`src/rtl/br_resolve_pipe.sv`:
```
// br_resolve_pipe: pipelined RV32I conditional-branch resolution unit.
//
// Evaluates beq/bne/blt/bge/bltu/bgeu on XLEN-bit operands, compares the
// outcome with the fetch prediction and produces a mispredict flag plus the
// redirect PC. Valid/ready handshake on both sides; LATENCY is 1 or 2.
//
// Ports:
//   clk, rst_n          clock, synchronous active-low reset
//   flush               kill all in-flight entries (and the current input)
//   in_valid/in_ready   upstream handshake
//   a, b, cmpop         operands and branch funct3
//   pc, target          branch PC and computed branch target
//   pred_taken          fetch-stage prediction
//   out_valid/out_ready downstream handshake
//   br_en, mispredict   resolved direction, prediction mismatch
//   illegal             cmpop was 010 or 011
//   redirect_pc         br_en ? target : pc + 4 (wraps)
//
// Optional build macro BR_RESOLVE_STATS_EN adds saturating counters
// stat_branches / stat_mispredicts and the synchronous clear stat_clear.
module br_resolve_pipe #(
  parameter int unsigned XLEN    = 32,
  parameter int unsigned LATENCY = 1
) (
  input  logic            clk,
  input  logic            rst_n,
  input  logic            flush,
  input  logic            in_valid,
  output logic            in_ready,
  input  logic [XLEN-1:0] a,
  input  logic [XLEN-1:0] b,
  input  logic [2:0]      cmpop,
  input  logic [XLEN-1:0] pc,
  input  logic [XLEN-1:0] target,
  input  logic            pred_taken,
  output logic            out_valid,
  input  logic            out_ready,
  output logic            br_en,
  output logic            mispredict,
  output logic            illegal,
  output logic [XLEN-1:0] redirect_pc
`ifdef BR_RESOLVE_STATS_EN
  ,
  input  logic            stat_clear,
  output logic [31:0]     stat_branches,
  output logic [31:0]     stat_mispredicts
`endif
);

  // Raw compare flags on the incoming operands.
  logic w_eq, w_lts, w_ltu;
  assign w_eq  = (a == b);
  assign w_lts = ($signed(a) < $signed(b));
  assign w_ltu = (a < b);

  // Source feeding the output register: the inputs directly (LATENCY=1)
  // or stage A (LATENCY=2).
  logic            w_s_valid;
  logic [XLEN-1:0] w_s_pc, w_s_target;
  logic            w_s_pred;
  logic [2:0]      w_s_cmpop;
  logic            w_s_eq, w_s_lts, w_s_ltu;

  logic            r_out_valid;
  logic            r_br_en, r_mispredict, r_illegal;
  logic [XLEN-1:0] r_redirect_pc;
  logic            w_out_adv;

  // Output register can take a new entry when empty or being drained.
  assign w_out_adv = !r_out_valid || out_ready;

  if (LATENCY == 1) begin : g_lat1
    assign w_s_valid  = in_valid;
    assign w_s_pc     = pc;
    assign w_s_target = target;
    assign w_s_pred   = pred_taken;
    assign w_s_cmpop  = cmpop;
    assign w_s_eq     = w_eq;
    assign w_s_lts    = w_lts;
    assign w_s_ltu    = w_ltu;
    assign in_ready   = w_out_adv;
  end else if (LATENCY == 2) begin : g_lat2
    logic            r_a_valid;
    logic [XLEN-1:0] r_a_pc, r_a_target;
    logic            r_a_pred;
    logic [2:0]      r_a_cmpop;
    logic            r_a_eq, r_a_lts, r_a_ltu;

    assign in_ready = !r_a_valid || w_out_adv;

    always_ff @(posedge clk) begin
      if (!rst_n) begin
        r_a_valid  <= 1'b0;
        r_a_pc     <= '0;
        r_a_target <= '0;
        r_a_pred   <= 1'b0;
        r_a_cmpop  <= '0;
        r_a_eq     <= 1'b0;
        r_a_lts    <= 1'b0;
        r_a_ltu    <= 1'b0;
      end else if (flush) begin
        r_a_valid <= 1'b0;
      end else if (in_ready) begin
        r_a_valid <= in_valid;
        if (in_valid) begin
          r_a_pc     <= pc;
          r_a_target <= target;
          r_a_pred   <= pred_taken;
          r_a_cmpop  <= cmpop;
          r_a_eq     <= w_eq;
          r_a_lts    <= w_lts;
          r_a_ltu    <= w_ltu;
        end
      end
    end

    assign w_s_valid  = r_a_valid;
    assign w_s_pc     = r_a_pc;
    assign w_s_target = r_a_target;
    assign w_s_pred   = r_a_pred;
    assign w_s_cmpop  = r_a_cmpop;
    assign w_s_eq     = r_a_eq;
    assign w_s_lts    = r_a_lts;
    assign w_s_ltu    = r_a_ltu;
  end else begin : g_bad_latency
    $error("br_resolve_pipe: LATENCY must be 1 or 2");
  end

  // Direction select and redirect formation.
  logic            w_br_en, w_illegal, w_mispredict;
  logic [XLEN-1:0] w_redirect;

  always_comb begin
    w_br_en   = 1'b0;
    w_illegal = 1'b0;
    case (w_s_cmpop)
      3'b000:  w_br_en = w_s_eq;
      3'b001:  w_br_en = !w_s_eq;
      3'b100:  w_br_en = w_s_lts;
      3'b101:  w_br_en = !w_s_lts;
      3'b110:  w_br_en = w_s_ltu;
      3'b111:  w_br_en = !w_s_ltu;
      default: w_illegal = 1'b1;
    endcase
    w_mispredict = !w_illegal && (w_br_en != w_s_pred);
    w_redirect   = w_br_en ? w_s_target : w_s_pc + XLEN'(4);
  end

  always_ff @(posedge clk) begin
    if (!rst_n) begin
      r_out_valid   <= 1'b0;
      r_br_en       <= 1'b0;
      r_mispredict  <= 1'b0;
      r_illegal     <= 1'b0;
      r_redirect_pc <= '0;
    end else if (flush) begin
      r_out_valid <= 1'b0;
    end else if (w_out_adv) begin
      r_out_valid <= w_s_valid;
      if (w_s_valid) begin
        r_br_en       <= w_br_en;
        r_mispredict  <= w_mispredict;
        r_illegal     <= w_illegal;
        r_redirect_pc <= w_redirect;
      end
    end
  end

  assign out_valid   = r_out_valid;
  assign br_en       = r_br_en;
  assign mispredict  = r_mispredict;
  assign illegal     = r_illegal;
  assign redirect_pc = r_redirect_pc;

`ifdef BR_RESOLVE_STATS_EN
  logic        w_out_fire;
  logic [31:0] r_stat_branches, r_stat_mispredicts;

  // A transfer in a flush cycle is still a delivery and is counted.
  assign w_out_fire = r_out_valid && out_ready;

  always_ff @(posedge clk) begin
    if (!rst_n || stat_clear) begin
      r_stat_branches    <= '0;
      r_stat_mispredicts <= '0;
    end else if (w_out_fire) begin
      if (r_stat_branches != '1) r_stat_branches <= r_stat_branches + 32'd1;
      // r_mispredict is already forced low for illegal entries.
      if (r_mispredict && (r_stat_mispredicts != '1)) begin
        r_stat_mispredicts <= r_stat_mispredicts + 32'd1;
      end
    end
  end

  assign stat_branches    = r_stat_branches;
  assign stat_mispredicts = r_stat_mispredicts;
`endif

endmodule
```
`config.mk`:
```
export PLATFORM = sky130hd
export DESIGN_NAME = br_resolve_pipe
export DESIGN_NICKNAME = d
export VERILOG_FILES = /design/src/rtl/br_resolve_pipe.sv
export SDC_FILE = /design/constraint.sdc
export NUM_CORES = 1
export LEC_CHECK = 0
export CELL_PAD_IN_SITES_DETAIL_PLACEMENT = 1
export CELL_PAD_IN_SITES_GLOBAL_PLACEMENT = 1
export CORE_ASPECT_RATIO = 1.4
export CORE_UTILIZATION = 28
export DETAILED_ROUTE_END_ITERATION = 7
export GPL_ROUTABILITY_DRIVEN = 0
export PLACE_DENSITY_LB_ADDON = 0.1
export SYNTH_ARGS = -nofsm -noshare
export SYNTH_HDL_FRONTEND = slang
export SYNTH_SLANG_ARGS = --single-unit
```
`constraint.sdc`:
```
create_clock -name clk -period 3.55 [get_ports clk]
set_input_delay 0.8875 -clock clk [delete_from_list [all_inputs] [get_ports clk]]
set_output_delay 0.8875 -clock clk [all_outputs]
set_load 0.02 [all_outputs]
```
Word-level counts from Yosys, hierarchy flattened
Cells that the tools add are included.
{"block": "op_classes", "add_sub_neg": 1, "order_cmp": 2, "eq_ne": 7, "n_mux": 3, "bitwise": 2, "reduce_logical": 10}
{"cell": "$lt 32x32->1", "n": 2}
{"cell": "$add 32x3->32 const B", "n": 1}
{"cell": "$eq 32x32->1", "n": 1}
{"cell": "$mux 32", "n": 1}
{"cell": "$eq 3x3->1 const B", "n": 4}
{"cell": "$pmux 1 s6", "n": 1}
{"cell": "$reduce_or 6->1", "n": 1}
{"cell": "$logic_not 1->1", "n": 4}
{"cell": "$eq 3x1->1 const B", "n": 1}
{"cell": "$logic_not 3->1", "n": 1}
{"cell": "$reduce_and 3->1", "n": 1}
{"cell": "$not 1->1", "n": 2}
{"cell": "$reduce_or 2->1", "n": 1}
{"cell": "$logic_and 1x1->1", "n": 1}
{"cell": "$logic_or 1x1->1", "n": 1}
{"cell": "$mux 1", "n": 1}
{"cell": "$ne 1x1->1", "n": 1}
{"block": "word_totals", "reg_bits": 36, "input_bits": 137, "output_inout_bits": 37, "word_cells": 30}

Longest topological paths before layout
{"block": "depth", "depth_word": 5, "ltp_mapped": 12, "mapped_depth_nobuf": 9}

Worst setup path after synthesis
OpenSTA, ideal clock, no wires.
{"block": "synth_path", "kind": "input-to-reg", "start": "input b[17]", "end": "register r_redirect_pc[24], in the netlist redirect_pc[24]", "setup_time_ns": 0.140, "arrival_time_ns": 3.171, "path_slack_ns": 0.239, "cell_stages": 12, "n_path_buf": 3, "path_cell_list": "inv_1 > ha_1 > a41o_1 > a21oi_1 > o211ai_1 > a2111o_1 > or4_4 > buf_6 > nand3_4 > buf_12 > buf_12 > o211ai_2"}
{"block": "synth_between", "elab_chain_len": 4, "word_cells_on_any_way": 8, "classes_between": "order compare (2); eq/ne (1); mux (2); reduce/logical (3)"}
{"element": "from (decl)", "line": "31", "text": "input logic [XLEN-1:0] b,"}
{"element": "$lt 32x32->1, or another cell as far along", "line": "54", "text": "assign w_ltu = (a < b);"}
{"element": "$logic_not 1->1, on equally long branches", "line": "142, 138, 140"}
{"element": "$pmux 1 s6 (*)", "line": "136", "text": "case (w_s_cmpop)"}
{"element": "$mux 32 (*)", "line": "146", "text": "w_redirect = w_br_en ? w_s_target : w_s_pc + XLEN'(4);"}
{"element": "to (signal assigned)", "line": "164", "text": "r_redirect_pc <= w_redirect;"}
{"element": "to (decl)", "line": "66", "text": "logic [XLEN-1:0] r_redirect_pc;"}
Mark *: on every way between the ends. The rest lies on a longest branch, timed or not.
A chain may end at the register's enable or synchronous reset.

Worst setup path in the final report
{"block": "layout_path", "start": "input b[25]", "end": "register r_redirect_pc[25], in the netlist redirect_pc[25]"}
Same word-level chain as after synthesis.

==> results.md <==
* Crit path max fanout at 6
* Row cnt at 47
* Outcome: complete, no violations
* Maximum number of pins on one net before global-route repair at 62
* Accumulated negative setup slack at 0 ns
* DIE HEIGHT at 133 um
* Hold slack final at 0.468 ns
* Num CTS Buffers at 5
* Average wire length per cell after detail routing at 17.4 um
* Ratio of routed vias to standard cells at 5.29
* TritonCTS clock tree: built
* # DRC at 0
* Layout overhead on the synthesized area at 73.2%
* Die Width at 95.9 um
* Hold Path Origin: illegal
* Area of the multi-input gates at 2530 um^2
* Worst Setup Start Kind: primary input
* Number of sinks driven by the clock tree at 36
* Overflow left after global routing at 0
* Async SR Flop Fraction at 0%
* Die ar. at 12800 um^2
* Hpwl dp at 10.8 mm
* Mean Syn Cell Area at 7.89 um^2
* Filler cell count in the final layout at 1427
* Post-layout power at 1.54 mW
* Deepest level of the CTS H-tree at 2
* Global routing usage summed across all routing layers at 20.7%
* Final design utilization at 50.1%
* Number of max-cap violations at 0
* Critical path startpoint: b[25]
* Maximum clock skew at final layout at 0.00521 ns
* Antenna cell count at 0
* Count of synthesis-stage warnings from yosys at 0
* Count of cell types in the netlist at 46
* I/O pin count at 174
* CTS clk-pin slew, worst paths at 0.06 ns
* Leading area contributor after synthesis: sky130_fd_sc_hd__dfxtp_1
* Share of the synthesized area in the top cell type at 20.9%
* Routed vias at 4142
* Area occupied by registers at 721 um^2
* Detailed Routing Iterations Pass 1 at 4
* Detailed Route WL at 13.6 mm
* Clk Tree Root Cell: sky130_fd_sc_hd__clkbuf_16
* Rel. slew slack at 58.6%
* Input/output buffers at 173
* NumNets Final at 805
* DRC violation total after the first TritonRoute iteration at 122
* Post-layout minimum cycle time at 3.44 ns
* Number of pins exceeding their max-slew limit in the final report at 0
* Fraction of layout cells with a size suffix above 1 at 16.0%
* Worst vdd rail ir drop at 0.000172 V
* Post-synthesis instance area at 3450 um^2
* Highest-count cells in the layout ignoring fill and taps: sky130_fd_sc_hd__clkdlybuf4s50_1, sky130_fd_sc_hd__nand3_1, sky130_fd_sc_hd__inv_1
* Worst setup slack before clock tree synthesis at -0.334 ns
* Register bit count reported by yosys at 36
* Final non-filler cell total at 783
* Post-synth EDFFs at 0
* Global-route wire length before repair at 20.6 mm
* Setup repair after global routing missed its margin: yes
* Maximum root-to-sink buffer count at 2
* Via count of the first global-routing pass at 4354
* Peak Freq at 291 MHz
* Core area at 11900 um^2
* Post-route antenna net violation count at 0
* Final worst path period share at 96.9%
* DP Cell Count at 768
* Initial antenna violation count at 0
* Post-route cell area at 5980 um^2
* Ranking of synthesized cells by area: sky130_fd_sc_hd__dfxtp_1, sky130_fd_sc_hd__ha_1, sky130_fd_sc_hd__nand3_1
* Power per standard cell area at 258 nW/um^2
* Prevailing post-synth register cell: sky130_fd_sc_hd__dfxtp_1
* Data arrival time of the worst path at 3.65 ns
* Required time of the worst setup path at 3.76 ns
* Final hold violation count at 0
* Cells after synthesis at 438
* Worst setup EP type: flip-flop
* Placed Area at 5570 um^2
* Setup-violating endpoint count in the final report at 0
* Synthesized Nets at 608
* Worst min-delay path category: flip-flop to flip-flop
* Worst Max-Slew Pin Slew at 0.622 ns
* Type of the setup path with the least slack: primary input to flip-flop
* PnR worst setup slack at 0.109 ns
* Insertion delay of the later-clocked pin in the worst-skew pair at 0.29 ns
* Most common cell after layout, fill and taps aside: sky130_fd_sc_hd__clkdlybuf4s50_1
* Part of the Yosys area used for sequential elements at 20.9%
* Static leakage at 2.51 nW
* Source of the worst register-to-register timing path: out_valid
* Initial core utilization at 28.9%
## critical path: stages
cell and delay (ns):
sky130_fd_sc_hd__clkdlybuf4s50_1 0.46, sky130_fd_sc_hd__inv_1 0.04, sky130_fd_sc_hd__ha_1 0.29, sky130_fd_sc_hd__a21o_1 0.19, sky130_fd_sc_hd__nand3_1 0.08, sky130_fd_sc_hd__a21oi_1 0.06
sky130_fd_sc_hd__a2111o_1 0.44, sky130_fd_sc_hd__or4_4 0.68, sky130_fd_sc_hd__clkbuf_16 0.21, sky130_fd_sc_hd__a31o_2 0.23, sky130_fd_sc_hd__o211ai_1 0.08
## path summary, 6_finish.rpt
check                                        to  slack, ns  cells after the start
worst max-delay path            redirect_pc[25]       0.11                     11
worst min-delay path                    illegal       0.47                      2
worst min register to register          illegal       0.47                      2
worst max register to register  redirect_pc[28]       1.82                      6
## routing by layer
metal,part of all wire (%),global-route usage (%),up-vias
met1,38,21.9,1967
met4,2.1,6.72,0
met3,5.9,3.14,20
met5,0,0,-
li1,-,-,2018
met2,54,40.2,137
## state kept, by name (all words and copies together), names as in the netlist
signal and flops:
br_en 1, illegal 1, mispredict 1, out_valid 1
redirect_pc 32
## what timing repair did
action	in CTS	in global routing
gates cloned	0	3
hold buffers	0	0
pin swaps	2	11
resized for setup	0	31
setup buffers	0	4
endpoints found under the setup margin	28	34
## final cells by class
cell class	instances	share of cell area, %
Tap cell	147	3.07
Clock inverter	2	0.167
Inverter	40	2.51
Clock buffer	6	2.32
Timing Repair Buffer	221	37.7
Sequential cell	36	12.0
Multi-Input combinational cell	331	42.2
## power by group
part	internal, mW	switching, mW	leakage, nW
Sequential	0.435	0.0185	0.295
Clock	0.277	0.181	0.0766
Combinational	0.353	0.281	2.13
Total	1.06	0.481	2.51
## cells by family (layout without fill, tap and decap cells)
family,count (synthesis),after routing,synth area share (%)
AOI/OAI and AO/OA,106,106,26.1
adders and majority gates,33,33,12.0
and+or+nand+nor,166,166,25.0
buffers and inverters,71,269,9.56
DFF,36,36,20.9
xor gates and xnor gates,26,26,6.59
## cells in the mapped netlist (8+ instances only)
| library cell | instances |
|---|---|
| sky130_fd_sc_hd__nand3_1 | 75 |
| sky130_fd_sc_hd__inv_1 | 40 |
| sky130_fd_sc_hd__dfxtp_1 | 36 |
| sky130_fd_sc_hd__ha_1 | 33 |
| sky130_fd_sc_hd__nand2_1 | 33 |
| sky130_fd_sc_hd__clkbuf_1 | 23 |
| sky130_fd_sc_hd__nand4_1 | 21 |
| sky130_fd_sc_hd__o211ai_2 | 19 |
| sky130_fd_sc_hd__a31o_1 | 17 |
| sky130_fd_sc_hd__xnor2_1 | 17 |
| sky130_fd_sc_hd__a21oi_1 | 13 |
| sky130_fd_sc_hd__nor2_1 | 12 |
| sky130_fd_sc_hd__o211ai_1 | 12 |
| sky130_fd_sc_hd__a31o_2 | 9 |
| sky130_fd_sc_hd__xor2_1 | 9 |
| sky130_fd_sc_hd__nor4_1 | 8 |
Note: power is estimated with default switching activity, not from simulation.
